## config.mk

```make
export PLATFORM = sky130hd
export DESIGN_NAME = prio_encoder_arb
export DESIGN_NICKNAME = d
export VERILOG_FILES = /design/src/rtl/prio_encoder_arb.sv
export SDC_FILE = /design/constraint.sdc
export NUM_CORES = 1
export LEC_CHECK = 0
export ABC_AREA = 0
export CORE_MARGIN = 1
export CORE_UTILIZATION = 30
export CTS_CLUSTER_SIZE = 14
export DETAILED_ROUTE_END_ITERATION = 6
export MAX_ROUTING_LAYER = met4
export PLACE_DENSITY = 0.64
export SLEW_MARGIN = 5
export SYNTH_ARGS = -nofsm -noshare
export SYNTH_HDL_FRONTEND = slang
export SYNTH_SLANG_ARGS = --single-unit
```

## constraint.sdc

```tcl
create_clock -name clk -period 1.6 [get_ports clk]
set_input_delay 0.48 -clock clk [delete_from_list [all_inputs] [get_ports clk]]
set_output_delay 0.48 -clock clk [all_outputs]
set_load 0.05 [all_outputs]
```

## src/rtl/prio_encoder_arb.sv

```systemverilog
// Registered N-input priority encoder / arbiter with a valid/ack result hold.
// The control is a two-state machine: IDLE (valid=0) and HELD (valid=1).
// A result is reloaded whenever it is not being held, which happens when the
// block is idle or when the consumer acks.
// In fixed mode the highest set bit wins. In round-robin mode the search runs
// downward from ptr-1 and wraps through N-1, so the source served last has the
// lowest priority on the next pick.
module prio_encoder_arb #(
  parameter int N  = 4,          // number of request inputs, 2..32
  parameter int RR = 0,          // 0 = fixed priority, 1 = round-robin
  parameter int W  = $clog2(N)   // derived index width; leave at default
) (
  input  logic         clk,
  input  logic         reset_n,
  input  logic [N-1:0] req,
  input  logic         ack,
  output logic         valid,
  output logic [W-1:0] idx,
  output logic [N-1:0] grant,
  output logic [N-1:0] pending
);

  localparam logic [W-1:0] LAST = W'(N - 1);

  logic         hold;
  logic         serve;
  logic         any_req;
  logic [W-1:0] ptr;
  logic [W-1:0] ptr_eff;
  logic [W-1:0] start;
  logic         lo_found;
  logic [W-1:0] lo_idx;
  logic [W-1:0] hi_idx;
  logic [W-1:0] pick_idx;
  logic [N-1:0] pick_onehot;
  logic [N-1:0] grant_next;

  assign hold    = valid & ~ack;
  assign serve   = valid & ack;
  assign any_req = |req;

  // The pointer update and the reload share an edge on ack, so the pick that
  // reloads on ack must already see the just-served index as the pointer.
  assign ptr_eff = serve ? idx : ptr;

  // First index to search: ptr-1 (mod N) in round-robin mode, N-1 otherwise.
  always_comb begin
    start = LAST;
    if (RR != 0 && ptr_eff != '0) begin
      start = ptr_eff - W'(1);
    end
  end

  // Downward wrapping search split in two scans: the highest request at or
  // below start wins; if none exists, the highest request overall (which then
  // lies above start) is the first one reached after wrapping through N-1.
  // Indices are only ever produced from real bit positions, so values >= N
  // cannot appear for non-power-of-2 N.
  always_comb begin
    lo_found = 1'b0;
    lo_idx   = '0;
    hi_idx   = '0;
    for (int i = 0; i < N; i++) begin
      if (req[i]) begin
        hi_idx = W'(i);
        if (W'(i) <= start) begin
          lo_found = 1'b1;
          lo_idx   = W'(i);
        end
      end
    end
  end

  assign pick_idx    = lo_found ? lo_idx : hi_idx;
  assign pick_onehot = any_req ? (N'(1) << pick_idx) : '0;
  assign grant_next  = hold ? grant : pick_onehot;

  // Result register: frozen while held, otherwise reloaded from the current pick.
  always_ff @(posedge clk) begin
    if (!reset_n) begin
      valid <= 1'b0;
      idx   <= '0;
      grant <= '0;
    end else if (!hold) begin
      valid <= any_req;
      idx   <= any_req ? pick_idx : '0;
      grant <= pick_onehot;
    end
  end

  // Round-robin pointer: records the served source whenever a result is consumed.
  always_ff @(posedge clk) begin
    if (!reset_n) begin
      ptr <= '0;
    end else if (serve) begin
      ptr <= idx;
    end
  end

  // Pending requests: loaded every cycle so they line up with the grant they exclude.
  always_ff @(posedge clk) begin
    if (!reset_n) begin
      pending <= '0;
    end else begin
      pending <= req & ~grant_next;
    end
  end

endmodule
```

==> results.toml <==
[status]
run_status = "finished, final reports clean"

[placed_design]
place.gp.congestion = 0.728
numPortBuffers = 17
dp_slack_ps = -176
dp_cells = 75
hpwl_um = 617

[power_and_ir_drop]
power.internal_uw = 467
p_clk_frac = 0.281
powerDensity_nw_per_um2 = 865
irDropWorstVdd_uv = 527
p_comb_frac = 0.256
pwr-share-seq = 0.463
netSwitchingFraction = 0.286
p_leak_uw = 0.000310
p_total_uw = 654
p_sw_uw = 187

[critical_path]
timing.rr.start = "valid"
crit_fanout = 6
arrival_ps = 1650
reg2reg_to = "valid"
crit_type = "input port to flop"
cp-start-kind = "input port"
worstRegToRegCells = 3
rrSetupSlack_ps = 410
cp-end-kind = "flop"
worstPathRequired_ps = 1750

[die]
dieArea_um2 = 1560
die_w_um = 39.5
rows = 13
start_util = 0.324
ios = 18
die_h_um = 39.5
core_area_um2 = 1300

[routing]
avgRoutedWirePerCell_um = 9.73
vias_per_cell = 4.61
initialDrtViolationCount = 4
wirelength_um = 769
drc = 0
drtAntennaViolNets = 0
vias = 364
first_pass_iters = 4

[logic_synthesis]
synth-edff-count = 0
syn_area_per_cell_um2 = 10.0
synth_warnings = 0
seq_area_frac_synth = 0.522
synth_cell_types = 22
ys_seq_elements = 11
synth_nets = 49
postSynthCellCount = 42
async_flop_share = 0
syn-cell-area_um2 = 422
synthFlopType = "dfxtp_1"

[sta]
period_share = 0.939
relSlewSlack = 0.717
min_period_ps = 1500
fmax_mhz = 665
setup_violations = 0
finalClockSkew_ps = 4.89
final-hold-violation-count = 0
drv_slew = 0
fin_ws_ps = 97.3
rsz0062_at_grt = "false"
tightest_slew_ps = 423

[worst_hold_path]
hold_depth = 1
whs_endpoint = "pending[3]"
hold_start = "grant[3]"
min_path_type = "flop to flop"

[grt]
grt_pass1_wl_um = 1220
antenna_found_initial = 0
grt.overflow.total = 0
grt_pass1_vias = 298
grt_max_degree = 14
grt.total_usage = 0.122

[clocking]
cts_tree = "done"
cts_max_level = 1
ctsResizeCount = 0
post_cts_buffers = 0
cts.sinks = 11
clkTransAtPathRegs_ps = 70
numCtsBuffers = 3
cts.path.max_buffers = 2
ctsRootBufferMaster = "clkbuf_4"
postCtsHoldBufs = 0
clock_latency_ps = 260

[layout]
areaGrowthSynthToFinish_pct = 79.2
layout.cells.non_filler = 79
fin_nets = 72
n_antenna_cell = 0
utilization = 0.581
layout_common_cells = "dfxtp_1 (11), buf_12 (11), nand2_1 (6), clkdlybuf4s50_1 (6)"
drive_gt1_frac = 0.359

[job]
maxCapViolCount = 0
==> power by group through the flow <==
stage	combinational (uW)	clock (uW)	sequential, uW
after floorplan	31.8	0	352
after global placement	167	0	310
after detailed placement	169	0	309
after CTS	169	193	303
after global routing	176	209	304
final	168	184	302
==> worst max-delay path: stages <==
cell and delay [ps]:
clkdlybuf4s50_1 520, nor2b_4 50, or3_4 360, o31a_1 250
==> how the worst max path moves through the flow <==
stage          start          to  cells past startpoint
6_report         ack       valid                      4
5_1_grt          ack       valid                      4
4_1_cts          ack       valid                      4
3_5_place_dp     ack       valid                      4
3_3_place_gp     ack  pending[1]                      4
2_1_floorplan  valid       valid                      4
==> flip-flops by register name, indices dropped and copies added, names as in the netlist <==
| signal | cells |
|---|---|
| idx | 2 |
| pending | 4 |
| grant | 4 |
| valid | 1 |
==> synth_stat cells, drive strengths merged (2+ instances only) <==
library cell,number,area share
nor3,2,0.024
nand3,2,0.024
a21oi,2,0.024
dfxtp,11,0.52
nand2,6,0.053
o21ai,3,0.036
==> layout make-up <==
cell class              instances  area, um2
well taps                      15       18.8
flip-flops and latches         11        220
fillers                       127        546
clock buffers                   3       22.5
multi-input cells              28        183
inverters                       1       3.75
repair buffers                 20        303
clock inverters                 1       5.00
==> per-layer routing <==
layer,vias up,track usage,part of all wire
met5,-,-,0
met4,0,0.0776,0.0078
met3,2,0.0170,0.031
met2,10,0.197,0.48
met1,159,0.141,0.48
li1,193,-,-
==> cell families after synthesis <==
logic type      after synthesis  share of synthesized area
compound gates               11                      0.184
buf+inv                       3                     0.0445
flops                        11                      0.522
simple gates                 17                      0.249
==> per-stage QoR <==
stage          hold slack (ps)  cell area, um2  setup TNS (ps)
6_report                   515             756               0
5_1_grt                    539             756               0
4_1_cts                    520             756               0
3_5_place_dp               501             728            -816
3_3_place_gp               505             728            -645
2_1_floorplan              598             422               0
No activity file was read; power rests on OpenSTA's default activity.
